File: src/rtl/regfile_pkg.sv
// Shared defaults, helper function and typedefs for the multi-port register file.
package regfile_pkg;

   localparam int XLEN_DEF  = 32;
   localparam int NREGS_DEF = 32;

   // Ceiling log2, usable in constant expressions for port and index widths.
   function automatic int clog2(input int n);
      int r;
      r = 0;
      for (int i = 0; i < 31; i++) begin
         if ((1 << i) < n) r = i + 1;
      end
      return r;
   endfunction

   typedef logic [clog2(NREGS_DEF)-1:0] reg_idx_t;
   typedef logic [XLEN_DEF-1:0]         xword_t;

endpackage

File: src/rtl/rf_busy_table.sv
// Busy scoreboard: one bit per register, set by accepted issues, cleared by
// writeback and wiped by flush. Keeps a registered popcount alongside.
module rf_busy_table
   import regfile_pkg::*;
#(
   parameter int NREGS     = NREGS_DEF,
   parameter int NUM_WR    = 2,
   parameter int HARD_ZERO = 1,
   parameter int AW        = clog2(NREGS)
) (
   input  logic                 clk,
   input  logic                 rst_n,
   input  logic [NUM_WR-1:0]    wr_en,
   input  logic [NUM_WR*AW-1:0] wr_addr,
   input  logic                 iss_valid,
   input  logic [AW-1:0]        iss_rd,
   input  logic                 flush,
   output logic [NREGS-1:0]     busy_vec,
   output logic                 iss_ready,
   output logic [AW:0]          busy_cnt
);

   logic [NREGS-1:0] r_busy;
   logic [AW:0]      r_cnt;
   logic [NREGS-1:0] w_clr;
   logic [NREGS-1:0] w_set;
   logic [NREGS-1:0] w_busy_next;
   logic [AW:0]      w_cnt_next;
   logic             w_ready;
   logic             w_iss_zero;

   // Issue acceptance looks at registered state only; register 0 is always ready when hard-wired.
   always_comb begin
      w_iss_zero = (HARD_ZERO != 0) && (iss_rd == '0);
      w_ready    = !r_busy[iss_rd] || w_iss_zero;
   end

   // Next busy vector: flush beats everything, an issue set beats a same-cycle write clear.
   always_comb begin
      w_clr = '0;
      for (int j = 0; j < NUM_WR; j++) begin
         if (wr_en[j]) w_clr[wr_addr[j*AW +: AW]] = 1'b1;
      end
      w_set = '0;
      if (iss_valid && w_ready && !w_iss_zero) w_set[iss_rd] = 1'b1;
      w_busy_next = flush ? '0 : ((r_busy & ~w_clr) | w_set);
      w_cnt_next = '0;
      for (int k = 0; k < NREGS; k++) begin
         w_cnt_next = w_cnt_next + {{AW{1'b0}}, w_busy_next[k]};
      end
   end

   // Busy bits and their count update together so the count never lags.
   always_ff @(posedge clk or negedge rst_n) begin
      if (!rst_n) begin
         r_busy <= '0;
         r_cnt  <= '0;
      end else begin
         r_busy <= w_busy_next;
         r_cnt  <= w_cnt_next;
      end
   end

   assign busy_vec  = r_busy;
   assign iss_ready = w_ready;
   assign busy_cnt  = r_cnt;

endmodule

File: src/rtl/regfile_mp.sv
// Multi-port integer register file with busy scoreboard.
// Optional macro REGFILE_BYPASS_EN: same-cycle write-through on reads and
// busy masking for registers being written this cycle.
module regfile_mp
   import regfile_pkg::*;
#(
   parameter int XLEN      = XLEN_DEF,
   parameter int NREGS     = NREGS_DEF,
   parameter int NUM_RD    = 2,
   parameter int NUM_WR    = 2,
   parameter int HARD_ZERO = 1
) (
   input  logic                             clk,
   input  logic                             rst_n,
   input  logic [NUM_RD*clog2(NREGS)-1:0]   rd_addr,
   output logic [NUM_RD*XLEN-1:0]           rd_data,
   output logic [NUM_RD-1:0]                rd_busy,
   input  logic [NUM_WR-1:0]                wr_en,
   input  logic [NUM_WR*clog2(NREGS)-1:0]   wr_addr,
   input  logic [NUM_WR*XLEN-1:0]           wr_data,
   input  logic                             iss_valid,
   input  logic [clog2(NREGS)-1:0]          iss_rd,
   output logic                             iss_ready,
   input  logic                             flush,
   output logic [clog2(NREGS):0]            busy_cnt
);

   localparam int AW = clog2(NREGS);

   logic [XLEN-1:0]  r_regs [NREGS];
   logic [NREGS-1:0] w_busy_vec;

   rf_busy_table #(
      .NREGS     (NREGS),
      .NUM_WR    (NUM_WR),
      .HARD_ZERO (HARD_ZERO),
      .AW        (AW)
   ) u_busy (
      .clk       (clk),
      .rst_n     (rst_n),
      .wr_en     (wr_en),
      .wr_addr   (wr_addr),
      .iss_valid (iss_valid),
      .iss_rd    (iss_rd),
      .flush     (flush),
      .busy_vec  (w_busy_vec),
      .iss_ready (iss_ready),
      .busy_cnt  (busy_cnt)
   );

   // Register writes; later ports are applied last so the highest index wins a conflict.
   always_ff @(posedge clk or negedge rst_n) begin
      if (!rst_n) begin
         for (int k = 0; k < NREGS; k++) r_regs[k] <= '0;
      end else begin
         for (int j = 0; j < NUM_WR; j++) begin
            if (wr_en[j] && !((HARD_ZERO != 0) && (wr_addr[j*AW +: AW] == '0))) begin
               r_regs[wr_addr[j*AW +: AW]] <= wr_data[j*XLEN +: XLEN];
            end
         end
      end
   end

   genvar gi;
   generate
      for (gi = 0; gi < NUM_RD; gi++) begin : g_rd
         logic [AW-1:0]   w_ra;
         logic [XLEN-1:0] w_rd_data;
         logic            w_rd_busy;

         assign w_ra = rd_addr[gi*AW +: AW];

         // Read mux for this port, with optional write-through and forced zero for x0.
         always_comb begin
            w_rd_data = r_regs[w_ra];
            w_rd_busy = w_busy_vec[w_ra];
`ifdef REGFILE_BYPASS_EN
            for (int j = 0; j < NUM_WR; j++) begin
               if (wr_en[j] && (wr_addr[j*AW +: AW] == w_ra)) begin
                  w_rd_data = wr_data[j*XLEN +: XLEN];
                  w_rd_busy = 1'b0;
               end
            end
`else
`endif
            if ((HARD_ZERO != 0) && (w_ra == '0)) begin
               w_rd_data = '0;
               w_rd_busy = 1'b0;
            end
         end

         assign rd_data[gi*XLEN +: XLEN] = w_rd_data;
         assign rd_busy[gi]              = w_rd_busy;
      end
   endgenerate

endmodule
File: config.mk
export PLATFORM = sky130hd
export DESIGN_NAME = regfile_mp
export DESIGN_NICKNAME = d
export VERILOG_FILES = /design/src/rtl/regfile_pkg.sv /design/src/rtl/rf_busy_table.sv /design/src/rtl/regfile_mp.sv
export SDC_FILE = /design/constraint.sdc
export NUM_CORES = 2
export LEC_CHECK = 0
export BUFFER_PORTS_ARGS = -buffer_cell sky130_fd_sc_hd__buf_2
export CORE_ASPECT_RATIO = 0.75
export CORE_MARGIN = 2
export CORE_UTILIZATION = 35
export CTS_BUF_LIST = sky130_fd_sc_hd__clkbuf_4
export DETAILED_ROUTE_END_ITERATION = 16
export PLACE_DENSITY = 0.6
export SYNTH_ARGS = -nofsm -noshare
export SYNTH_HDL_FRONTEND = slang
export SYNTH_SLANG_ARGS = --single-unit
File: constraint.sdc
create_clock -name clk -period 6.3 [get_ports clk]
set_input_delay 0.63 -clock clk [delete_from_list [all_inputs] [get_ports clk]]
set_output_delay 0.63 -clock clk [all_outputs]
set_load 0.03 [all_outputs]
==> results.json <==
{
  "first_pass_grt_wire_length_mm": 404,
  "synth.lib_cells_used.distinct": 58,
  "root_buffer": "clkbuf_4",
  "grt.total_usage": 0.288,
  "period_minus_slack_ns": 6.11,
  "clk_transition_reported_paths_ns": 0.06,
  "cts.sink_count": 1062,
  "drive_gt1_frac": 0.225,
  "num_vias": 56800,
  "seqPwrFrac": 0.448,
  "final_common_cell": "dfrtp_1",
  "fillerInstances": 18300,
  "drt_iter0_markers": 8610,
  "internal_power_mw": 14.7,
  "cap_viol_max_count": 0,
  "worst_skew_pair.late_latency_ns": 1.32,
  "clock_path_buffers": 4,
  "final-hold-violation-count": 0,
  "ios": 168,
  "worst-setup-path-type": "flip-flop to flip-flop",
  "ys_warn_count": 0,
  "run_status": "complete, no violations",
  "dp_hpwl_mm": 152,
  "cp-start-kind": "flip-flop",
  "layout.nets": 6558,
  "gp_congestion": 0.909,
  "cp_data_arrival_time_ns": 7.33,
  "synth.net_count": 6524,
  "timing.clock.skew_ns": 0.0336,
  "wire_per_inst_um": 31.0,
  "start_util": 0.352,
  "power_mw": 22.0,
  "area_growth_pct": 12.0,
  "tritoncts": "built",
  "holdCritPathClass": "input port to flip-flop",
  "synth_top_flop_cell": "dfrtp_1",
  "core_mm2": 0.188,
  "net_switching_power_mw": 7.32,
  "power.share.combinational": 0.265,
  "postRouteWirelength_mm": 283,
  "synth.avg_cell_area_um2": 10.3,
  "period_share": 0.970,
  "post_synth_inst_count": 6397,
  "commonest_non_fill_non_tap_cells_in_the_layout": "1062 x dfrtp_1, 977 x nand2_1, 878 x mux2i_1",
  "grt_pass1_vias": 55400,
  "grt_max_degree": 152,
  "power_per_cell_area_mw_per_mm2": 297,
  "clock_power_share": 0.287,
  "post-route-cell-area_mm2": 0.0741,
  "seq_area_frac_synth": 0.402,
  "async_reset_ff_frac": 1.00,
  "worstPathMaxFanout": 5,
  "first_pass_iters": 9,
  "grt_antenna_before_repair": 21,
  "synth-edff-count": 0,
  "finalSetupViolCount": 0,
  "synth_seq_cells": 1062,
  "worst_ep_required_time_ns": 7.52,
  "power.switching_fraction": 0.333,
  "maxSlewHeadroom": 0.0814,
  "placement.setup.worst_slack_ns": -0.431,
  "peakVddDrop_mv": 0.215,
  "slew_violations": 0,
  "die_x_um": 506,
  "postRouteAntennaNets": 0,
  "timing.critical_path.to_type": "flip-flop",
  "die-area_mm2": 0.193,
  "timing_worst_slew_pin_value_ns": 1.37,
  "placementRows": 138,
  "netlist_area_mm2": 0.0662,
  "worst-r2r-setup-slack_ns": 0.19,
  "finalWorstSetupSlack_ns": 0.192,
  "maxClockFrequency_mhz": 164,
  "route.detailed.vias_per_inst": 6.23,
  "h-tree-depth": 5,
  "io_buffer_count": 167,
  "cts_inserted_buffers": 295,
  "finish.utilization": 0.394,
  "die_height_um": 381,
  "drc_errors": 0,
  "leakage_nw": 32.0,
  "grt.overflow.total": 0,
  "postPlaceCellArea_mm2": 0.0695
}
## cell families after synthesis
logic type / count (synthesis) / synth area share
and+or+nand+nor: 1718 / 0.107
muxes: 1414 / 0.310
buffers and inverters: 801 / 0.0506
AOI/OAI and AO/OA: 1368 / 0.122
DFF: 1062 / 0.402
xor gates and xnor gates: 2 / 0.000265
adders and majority gates: 32 / 0.00878
## stage by stage
stage / instances / hold WS (ns) / TNS [ns]
6_report: 9126 / 0.0581 / 0
5_1_grt: 9123 / 0.0694 / -0.0115
4_1_cts: 9112 / 0.00650 / 0
3_5_place_dp: 8540 / 0.363 / -1.77
3_3_place_gp: 8540 / 0.360 / -1.76
2_1_floorplan: 6397 / 0.334 / 0
## registers in the layout, summed over array words and instances (netlist names)
register,count
r_regs,1024
u_busy.busy_cnt,6
u_busy.busy_vec,32
## path summary, 6_finish.rpt
path	from	end	depth (start not counted)
max in group asynchronous	rst_n	r_regs[477]$_DFF_PN0_	4
worst max register to register	u_busy.busy_vec[3]$_DFF_PN0_	u_busy.busy_cnt[4]$_DFF_PN0_	20
worst min-delay path	iss_rd[1]	u_busy.busy_vec[11]$_DFF_PN0_	4
min in group asynchronous	rst_n	r_regs[739]$_DFF_PN0_	3
worst max-delay path	u_busy.busy_vec[3]$_DFF_PN0_	u_busy.busy_cnt[4]$_DFF_PN0_	20
worst min register to register	r_regs[1008]$_DFF_PN0_	r_regs[1008]$_DFF_PN0_	0
## worst max-delay path: stages, from the launching register on
cell and delay (ns):
dfrtp_1 0.41, mux4_2 0.52, a22oi_2 0.23, nand3_2 0.11, buf_4 0.18, o31ai_4 0.25, ha_1 0.26, inv_1 0.07
fa_1 0.44, fa_1 0.53, fa_1 0.44, fa_1 0.51, fa_1 0.44, fa_1 0.51, fa_2 0.21, inv_1 0.06
fa_1 0.43, nand2_1 0.08, nand2_1 0.07, a21oi_2 0.14, xnor2_1 0.12
## repair_timing
| item | in CTS | in global routing |
|---|---|---|
| hold buffers | 110 | 0 |
| hold endpoints to repair | 1374 | 0 |
| endpoints found under the setup margin | 0 | 4 |
| buffers inserted | 0 | 4 |
| gates resized for setup | 0 | 8 |
## layer usage
| metal | wire [um] | up-vias | track usage |
|---|---|---|---|
| li1 | - | 23400 | - |
| met1 | 107000 | 28300 | 0.373 |
| met2 | 120000 | 4124 | 0.416 |
| met3 | 38000 | 1002 | 0.102 |
| met4 | 17200 | 20 | 0.162 |
| met5 | 152 | - | 0.00570 |
## layout make-up
type,count,area (um2),area share
clock inverter,39,208,0.00280
tap,2520,3150,0.0425
antenna,10,25.0,0.000338
timing repair buffer,517,4050,0.0547
inverter,21,78.8,0.00106
clock buffer,423,3180,0.0428
sequential,1062,26600,0.359
multi-input combinational,4534,36900,0.497
## synth_stat cells (3+ instances only)
cell type     n  area (um2)
a211o_1      33         289
a21boi_0      6        45.0
a21oi_1     299        1500
a22oi_1     138        1040
a2bb2oi_1    50         438
a31oi_1     251        1570
and2_1        6        37.5
and3_1       38         238
and3b_1      13         114
buf_1        60         225
buf_2       123         616
buf_4        45         338
clkbuf_1    549        2060
dfrtp_1    1062       26600
fa_1         24         480
ha_1          8         100
inv_1        21        78.8
mux2_2       34         383
mux2i_1     878        8790
mux4_2      502       11300
nand2_1    1009        3790
nand3_1       8        40.0
nand3b_1      9        67.6
nand4b_1     10        87.6
nor2_1      550        2060
nor2_2        4        25.0
nor2b_1      11        68.8
nor3_1        4        20.0
nor3b_1      10        75.1
o211ai_1      6        45.0
o21ai_0     485        2430
o22ai_1      35         219
o31a_1       23         201
o31ai_1      31         233
or3_1         7        43.8
or3b_1        3        26.3
or3b_2        6        52.6
or4b_2        3        30.0
or4bb_1      18         203
## power by group through the flow
stage	registers (mW)	logic [mW]	clock network, mW
global route	10.0	6.29	6.75
floorplan	9.44	4.29	0
global placement	9.74	5.50	0
detailed placement	9.87	5.66	0
CTS	9.76	5.77	6.37
finish	9.85	5.83	6.32
Power figures use the tool's default switching activity.
